## src/rtl/set_assoc_cache.sv

```systemverilog
`default_nettype none
// set_assoc_cache: N-way set-associative read cache with a single-outstanding refill engine.
// Define CACHE_STATS_EN to add saturating hit_count/miss_count outputs.
module set_assoc_cache #(
  parameter int WIDTH      = 32,
  parameter int ADDR_WIDTH = 16,
  parameter int SETS       = 4,
  parameter int WAYS       = 2,
  parameter int LINE_WORDS = 2
) (
  input  logic                  clk,
  input  logic                  rst,
  input  logic                  req_valid,
  input  logic [ADDR_WIDTH-1:0] req_addr,
  output logic                  req_ready,
  output logic                  resp_valid,
  output logic [WIDTH-1:0]      resp_data,
  output logic                  resp_hit,
  input  logic                  flush,
  output logic                  mem_req_valid,
  output logic [ADDR_WIDTH-1:0] mem_req_addr,
  input  logic                  mem_req_ready,
  input  logic                  mem_resp_valid,
  input  logic [WIDTH-1:0]      mem_resp_data
`ifdef CACHE_STATS_EN
  ,
  output logic [31:0]           hit_count,
  output logic [31:0]           miss_count
`endif
);

  localparam int OFF_W = $clog2(LINE_WORDS);
  localparam int IDX_W = $clog2(SETS);
  localparam int TAG_W = ADDR_WIDTH - OFF_W - IDX_W;
  localparam int PTR_W = (WAYS > 1) ? $clog2(WAYS) : 1;
  localparam logic [OFF_W-1:0] K_LAST   = OFF_W'(LINE_WORDS - 1);
  localparam logic [PTR_W-1:0] PTR_LAST = PTR_W'(WAYS - 1);

  typedef enum logic [2:0] {
    S_IDLE      = 3'd0,
    S_LOOKUP    = 3'd1,
    S_MEM_REQ   = 3'd2,
    S_MEM_WAIT  = 3'd3,
    S_FILL_DONE = 3'd4
  } state_t;

  state_t r_state, w_next;

  logic [ADDR_WIDTH-1:0] r_addr;
  logic [OFF_W-1:0]      r_k;
  logic [PTR_W-1:0]      r_victim;
  logic                  r_by_ptr;
  logic                  r_flush_pend;

  logic [WAYS-1:0]  r_valid [SETS];
  logic [PTR_W-1:0] r_ptr   [SETS];
  logic [TAG_W-1:0] r_tag   [SETS][WAYS];
  logic [WIDTH-1:0] r_data  [SETS][WAYS][LINE_WORDS];

  logic [OFF_W-1:0] w_off;
  logic [IDX_W-1:0] w_idx;
  logic [TAG_W-1:0] w_tag;
  logic             w_hit;
  logic [PTR_W-1:0] w_hit_way;
  logic             w_inv_found;
  logic [PTR_W-1:0] w_inv_way;
  logic             w_accept;

  assign w_off    = r_addr[OFF_W-1:0];
  assign w_idx    = r_addr[OFF_W +: IDX_W];
  assign w_tag    = r_addr[ADDR_WIDTH-1 -: TAG_W];
  assign w_accept = (r_state == S_IDLE) && req_valid && !flush && !r_flush_pend;

  // Descending scan so the lowest matching / lowest invalid way is the one kept.
  always_comb begin
    w_hit       = 1'b0;
    w_hit_way   = '0;
    w_inv_found = 1'b0;
    w_inv_way   = '0;
    for (int w = WAYS - 1; w >= 0; w--) begin
      if (r_valid[w_idx][PTR_W'(w)] && (r_tag[w_idx][w] == w_tag)) begin
        w_hit     = 1'b1;
        w_hit_way = PTR_W'(w);
      end
      if (!r_valid[w_idx][PTR_W'(w)]) begin
        w_inv_found = 1'b1;
        w_inv_way   = PTR_W'(w);
      end
    end
  end

  always_ff @(posedge clk or posedge rst) begin
    if (rst) r_state <= S_IDLE;
    else     r_state <= w_next;
  end

  always_comb begin
    w_next        = r_state;
    req_ready     = 1'b0;
    resp_valid    = 1'b0;
    resp_hit      = 1'b0;
    resp_data     = '0;
    mem_req_valid = 1'b0;
    mem_req_addr  = '0;
    case (r_state)
      S_IDLE: begin
        req_ready = !flush && !r_flush_pend;
        if (w_accept) w_next = S_LOOKUP;
      end
      S_LOOKUP: begin
        if (w_hit) begin
          resp_valid = 1'b1;
          resp_hit   = 1'b1;
          resp_data  = r_data[w_idx][w_hit_way][w_off];
          w_next     = S_IDLE;
        end else begin
          w_next = S_MEM_REQ;
        end
      end
      S_MEM_REQ: begin
        mem_req_valid = 1'b1;
        mem_req_addr  = {w_tag, w_idx, r_k};
        if (mem_req_ready) w_next = S_MEM_WAIT;
      end
      S_MEM_WAIT: begin
        if (mem_resp_valid) w_next = (r_k == K_LAST) ? S_FILL_DONE : S_MEM_REQ;
      end
      S_FILL_DONE: begin
        resp_valid = 1'b1;
        resp_data  = r_data[w_idx][r_victim][w_off];
        w_next     = S_IDLE;
      end
      default: w_next = S_IDLE;
    endcase
  end

  always_ff @(posedge clk or posedge rst) begin
    if (rst) begin
      r_addr       <= '0;
      r_k          <= '0;
      r_victim     <= '0;
      r_by_ptr     <= 1'b0;
      r_flush_pend <= 1'b0;
      r_valid      <= '{default: '0};
      r_ptr        <= '{default: '0};
    end else begin
      case (r_state)
        S_IDLE: begin
          if (flush || r_flush_pend) begin
            r_valid      <= '{default: '0};
            r_flush_pend <= 1'b0;
          end else if (req_valid) begin
            r_addr <= req_addr;
          end
        end
        S_LOOKUP: begin
          if (!w_hit) begin
            r_k      <= '0;
            r_victim <= w_inv_found ? w_inv_way : r_ptr[w_idx];
            r_by_ptr <= !w_inv_found;
          end
        end
        S_MEM_WAIT: begin
          if (mem_resp_valid && (r_k != K_LAST)) r_k <= r_k + 1'b1;
        end
        S_FILL_DONE: begin
          r_valid[w_idx][r_victim] <= 1'b1;
          if (r_by_ptr) r_ptr[w_idx] <= (r_ptr[w_idx] == PTR_LAST) ? '0 : r_ptr[w_idx] + 1'b1;
        end
        default: ;
      endcase
      if ((r_state != S_IDLE) && flush) r_flush_pend <= 1'b1;
    end
  end

  // Tag and data storage carry no reset; the valid bits alone qualify them.
  always_ff @(posedge clk) begin
    if ((r_state == S_MEM_WAIT) && mem_resp_valid) r_data[w_idx][r_victim][r_k] <= mem_resp_data;
    if (r_state == S_FILL_DONE) r_tag[w_idx][r_victim] <= w_tag;
  end

`ifdef CACHE_STATS_EN
  logic [31:0] r_hit_cnt, r_miss_cnt;

  always_ff @(posedge clk or posedge rst) begin
    if (rst) begin
      r_hit_cnt  <= '0;
      r_miss_cnt <= '0;
    end else if (r_state == S_LOOKUP) begin
      if (w_hit && (r_hit_cnt != '1))   r_hit_cnt  <= r_hit_cnt + 32'd1;
      if (!w_hit && (r_miss_cnt != '1)) r_miss_cnt <= r_miss_cnt + 32'd1;
    end
  end

  assign hit_count  = r_hit_cnt;
  assign miss_count = r_miss_cnt;
`endif

endmodule
`default_nettype wire

```

## config.mk

```make
export PLATFORM = sky130hd
export DESIGN_NAME = set_assoc_cache
export DESIGN_NICKNAME = d
export VERILOG_FILES = /design/src/rtl/set_assoc_cache.sv
export SDC_FILE = /design/constraint.sdc
export NUM_CORES = 1
export LEC_CHECK = 0
export BUFFER_PORTS_ARGS = -buffer_cell sky130_fd_sc_hd__buf_2
export CORE_UTILIZATION = 41
export CTS_CLUSTER_DIAMETER = 100
export DETAILED_ROUTE_END_ITERATION = 10
export GPL_TIMING_DRIVEN = 1
export PLACE_DENSITY = 0.63
export REMOVE_ABC_BUFFERS = 1
export SETUP_SLACK_MARGIN = 0.3
export SLEW_MARGIN = 30
export SYNTH_ARGS = -nofsm -noshare
export SYNTH_HDL_FRONTEND = slang
export SYNTH_SLANG_ARGS = --single-unit
export TNS_END_PERCENT = 1
```

## constraint.sdc

```tcl
create_clock -name clk -period 8.37 [get_ports clk]
set_clock_uncertainty 0.15 [all_clocks]
set_input_delay 0.4185 -clock clk [delete_from_list [all_inputs] [get_ports clk]]
set_output_delay 0.4185 -clock clk [all_outputs]
set_load 0.05 [all_outputs]
```

Word level (Yosys, flattened, before mapping)
Memory sizes are Yosys's and may differ from the RTL's.
Index checks and enable logic that the tools add are counted.
{ "word_totals": {"register_bits": 35, "ramBits": 616, "inputBits": 54, "memories": 2} }
{ "classes": {"add_sub_neg": 2, "order_cmp": 9, "eq_ne": 11, "n_mux": 59, "bitwise": 8, "n_reduce_logical": 29} }
{ "memory_table": {"columns": ["name", "words", "width", "rd", "rd_ports_with_merged_regs", "write_ports", "line", "source"], "rows": [
  ["r_data", 4, 128, 1, 0, 1, "58", "logic [WIDTH-1:0] r_data [SETS][WAYS][LINE_WORDS];"],
  ["r_tag", 4, 26, 1, 0, 1, "57", "logic [TAG_W-1:0] r_tag [SETS][WAYS];"]
]} }
{ "ops": {"columns": ["cell", "n"], "rows": [
  ["32-bit two-way mux", 8],
  ["64-bit two-way mux", 4],
  ["128-bit two-way mux", 1],
  ["64-bit demux with 1-bit select", 1],
  ["32-bit one-hot mux with 2 select lines", 1],
  ["32-bit demux with 1-bit select", 1],
  ["26-bit two-way mux", 1],
  ["1-bit two-way mux", 22],
  ["16-bit two-way mux", 1],
  ["8-bit one-hot mux with 2 select lines", 1],
  ["13-bit demux with 1-bit select", 1],
  ["13-bit equality test", 1],
  ["13-bit two-way mux", 1],
  ["1-bit logical AND", 12],
  ["3-bit two-way mux", 4],
  ["3-bit one-hot mux with 4 select lines", 1],
  ["2-bit inequality test (second input constant)", 5],
  ["3-bit AND reduction", 3],
  ["8-bit two-way mux", 1],
  ["8-bit bitwise OR", 1],
  ["2-bit AND reduction", 4],
  ["2-bit nonzero test", 4],
  ["3-bit by 2-bit equality test with 1-bit output (second input constant)", 2],
  ["2-bit greater-or-equal comparator (second input constant)", 3],
  ["24 further kinds", 34]
]} }

Longest topological paths before layout
{ "depth": {"ltp_word": 8, "depth_mapped": 10} }

Worst setup path after synthesis
OpenSTA, ideal clock, no wires.
{ "synth_timing": {"path_type": "flip-flop to flip-flop", "startpoint": "register r_addr[2]", "endpoint": "memory r_data[0][64] (netlist bit) (enable)", "t_arrival_ps": 3316, "required_time_ps": 7759, "slack_ps": 4443, "stages_incl_launch_ff": 6, "n_path_buf": 4, "synth_period_minus_slack_ps": 3927, "path_cell_list": "dfrtp_1 > buf_2 > buf_4 > buf_2 > clkbuf_1 > nor3_1"} }
{ "synth_lines": {"columns": ["item", "line", "source"], "rows": [
  ["from (decl)", "49", "logic [ADDR_WIDTH-1:0] r_addr;"],
  ["from (signal assigned)", "153", "r_addr <= req_addr;"],
  ["to (decl)", "58", null]
]} }
Straight into the memory's write port.

Worst setup path after layout
{ "layout_timing": {"startpoint": "register r_addr[1]", "endpoint": "output resp_data[22]"} }
{ "layout_between": {"elab_chain_cells": 8} }
{ "layout_rtl": {"columns": ["item", "line", "source"], "rows": [
  ["memory read 4 x 128 bit or 2-bit inverter with 3-bit output (tied branches)", null, null],
  ["64-bit two-way mux (not written as such) or 2-bit binary-select mux with 2-bit select (tied branches)", "130, 81", null],
  ["64-bit two-way mux (not written as such) or 1-bit two-way mux (tied branches) (2 in a row)", "130, 81", null],
  ["32-bit two-way mux (not written as such) or 1-bit logical AND (tied branches)", "130, 81", null],
  ["32-bit two-way mux (not written as such) or 1-bit two-way mux (tied branches)", "130, 81", null],
  ["32-bit two-way mux, on equally long branches", "130, 111", null],
  ["32-bit one-hot mux with 2 select lines (*)", "105", "case (r_state)"],
  ["to (decl)", "17", "output logic [WIDTH-1:0] resp_data,"]
]} }
Every way passes the cells marked *; elsewhere a longest branch is shown, timed or not. The select of a mux whose other input is x is not followed.

==> impl_metrics.csv <==
group,metric,value,unit
synth,ys_warn_count,0,
clocking,cts.sinks,333,
synth,synth-edff-count,308,
clocking,insertion_delay,0.51,ns
worst_setup_path,worst_setup_path_start_kind,"flop",
worst_setup_path,path_depth,9,
timing,timing.fmax,193,MHz
clocking,clockRootBuffer,"clkbuf_16",
floorplanning,die-height,185,um
timing,finalMaxSlewViolations,0,
route,vias,6886,
worst_setup_path,crit_chain,"buf_16, buf_4, mux4_2, xor2_1, nor4_1, nand2_2, buf_4, o32ai_1, buf_2",
timing,fin_ws,3.20,ns
placed_design,hpwl,16.1,mm
pwr,leakage,5.40,nW
global_route,grt_pass1_wl,42.8,mm
synth,syn_area_per_cell,19.8,um2
worst_setup_path,crit_buf_inv,4,
flow_run,cap_viol_max_count,0,
synth,synth_top_family_by_area,"multiplexers",
finish,final_cell_mix,"edfxtp_1 (308), buf_2 (105), mux4_2 (74), nor2_1 (44), nand2_1 (39)",
route,ant_nets,0,
pwr,pwr_density_cell,315,nW/um2
run_status,status,"completed",
clocking,ctsResizeCount,0,
clocking,htreeDepth,2,
finish,fillerInstances,2704,
synth,synth-compound-area-share,4.57,%
route,routed_wirelength,28.7,mm
worst_setup_path,critical_path.slowest_cell,"buf_4",
finish,multi_input_area,3630,um2
synth,post_synth_xor_area_fraction,0.768,%
route,wl_per_cell,22.1,um
floorplanning,initial_core_util,41.8,%
synth,synth_fa_ha_area_share,0,%
synth,synth-async-reset-ratio,7.51,%
timing,rsz0062_at_grt,"no",
worst_setup_path,cpMostUsedCell,"buf_4",
timing,holdWs,0.0145,ns
synth,synth_area,13700,um2
timing,hold_viol_final,0,
finish,final_layout_size_suffix_gt1_share,35.6,%
floorplanning,rows,66,
worst_setup_path,crit_path_end_kind,"output pin",
synth,synthCells,692,
route,drt_pre_antenna_iters,5,
timing,tightest_slew,0.940,ns
worst_setup_path,cpPeakStageDelay,0.66,ns
finish,layout.cells.most_common,"edfxtp_1",
timing,setup_viol,0,
finish,nets,885,
finish,finalInstanceArea,16100,um2
min_path,hold_depth,2,
clocking,cts_buffers,35,
timing,slew_headroom,37.0,%
finish,regArea,9880,um2
global_route,grt_max_degree,56,
global_route,antenna_found_initial,6,
route,post_drt_via_cell_ratio,5.29,
floorplanning,core,32700,um2
synth,ys_seq_area_share,72.2,%
synth,ys_seq_elements,333,
clocking,tritoncts,"yes",
worst_setup_path,path_delay_family,"buffers and inverters",
worst_setup_path,critPathArrivalTime,4.60,ns
global_route,grt_pass1_vias,6882,
synth,synthFlopType,"edfxtp_1",
global_route,grt_overflow,0,
floorplanning,io_pins,106,
worst_setup_path,worstPathMaxFanout,40,
clocking,path_clk_slew,0.06,ns
route,route.detailed.drc,0,
placed_design,gp_congestion,0.716,
placed_design,pre_cts_ws,3.39,ns
synth,synthDistinctLibCells,42,
synth,synthMuxAreaShare,16.6,%
worst_setup_path,crit_required,7.80,ns
global_route,grtUsageTotal,17.2,%
pwr,peakVddDrop,0.000185,V
worst_setup_path,reg2regPathDepth,8,
finish,area_delta_synth_final,18.0,%
synth,synthSimpleGateAreaFrac,4.08,%
worst_setup_path,path_class,"flop to output pin",
route,drt_iter0_markers,496,
floorplanning,dieArea,34100,um2
timing,finalSetupTns,0,ns
timing,post-route-period-util,61.8,%
placed_design,numPortBuffers,105,
placed_design,dpl_cell_area,14800,um2
floorplanning,die_x,185,um
clocking,clock_path_buffers,3,
min_path,hp-class,"primary input to flop",
timing,post-route-min-period,5.17,ns
[registers in the layout, summed over array words and instances (netlist names)]
| signal | cells |
|---|---|
| r_data | 256 |
| r_tag | 52 |
| r_addr | 16 |
| r_valid | 4 |
| r_state | 3 |
| r_flush_pend | 1 |
| r_k | 1 |
[stage by stage]
| step | utilization [%] | std cells | power [mW] |
|---|---|---|---|
| finish | 49.3 | 1301 | 5.08 |
| global route | 49.3 | 1300 | 5.30 |
| CTS | 49.2 | 1298 | 5.12 |
| detailed placement | 45.2 | 1218 | 3.56 |
| global placement | 45.1 | 1217 | 3.54 |
| floorplan | - | 650 | 3.20 |
[cell families (layout without fill, tap and decap cells)]
kind of cell,after synthesis,in the layout
DFF,333,333
muxes,130,130
and+or+nand+nor,124,124
AOI/OAI and AO/OA,49,49
buffers and inverters,44,209
xor gates and xnor gates,12,12
other,0,2
[worst register-to-register path, stage by stage, from the launching register on]
cell and delay, ns:
dfrtp_4 0.63, buf_16 0.30, buf_4 0.68, mux4_2 0.64, xor2_1 0.16, a211oi_2 0.22
nand2_2 0.38, buf_4 0.42, o31ai_2 0.29
[where the power goes]
| part | internal [mW] | switching (mW) | total, mW | leakage, nW |
|---|---|---|---|---|
| clock network | 0.945 | 0.612 | 1.56 | 0.558 |
| registers | 1.96 | 0.173 | 2.13 | 3.08 |
| logic | 0.591 | 0.800 | 1.39 | 1.76 |
[cells in the mapped netlist (all sizes together) (2+ instances only)]
cell type  count  area, um2
dfrtp         25        626
inv            2       7.51
clkbuf        17       63.8
o21a           4       30.0
o21ai          3       15.0
edfxtp       308       9250
o31ai          2       25.0
mux4          75       1690
nand2b         3       18.8
nor3           4       20.0
xor2          12        105
buf           25        179
and2          17        106
nand2         42        160
o32ai         32        483
nor2          50        188
nor4           2       18.8
mux2          18        203
mux2i         37        370
[timing repair]
| item | 4_1_cts | 5_1_grt |
|---|---|---|
| hold buffers | 17 | 0 |
| endpoints found under the hold margin | 41 | 0 |
| buffers inserted | 0 | 0 |
[per-layer routing]
metal / GRT usage (%) / vias to the layer above / part of all wire [%]
li1: - / 3083 / -
met4: 4.50 / 6 / 1.5
met1: 24.3 / 3573 / 46
met2: 27.5 / 184 / 48
met5: 0 / - / 0.10
met3: 3.32 / 40 / 4.9
[cell type report]
class | count | share of cell area (%)
sequential | 333 | 61.3
inverter | 2 | 0.0465
multi-input combinational | 315 | 22.5
tap | 442 | 3.43
antenna | 2 | 0.0310
timing repair buffer | 144 | 5.58
clock buffer | 45 | 5.79
clock inverter | 18 | 1.36
[final timing paths]
kind	slack (ns)	to	from
worst min-delay path	0.01	r_addr[13]	req_addr[13]
worst max-delay path	3.20	resp_data[22]	r_addr[1]
worst max register to register	4.41	r_k	r_addr[1]
worst min register to register	0.34	r_valid[4]	r_valid[4]
min in group asynchronous	0.36	r_addr[1]	rst
max in group asynchronous	7.30	r_addr[2]	rst
Power figures use the tool's default switching activity.
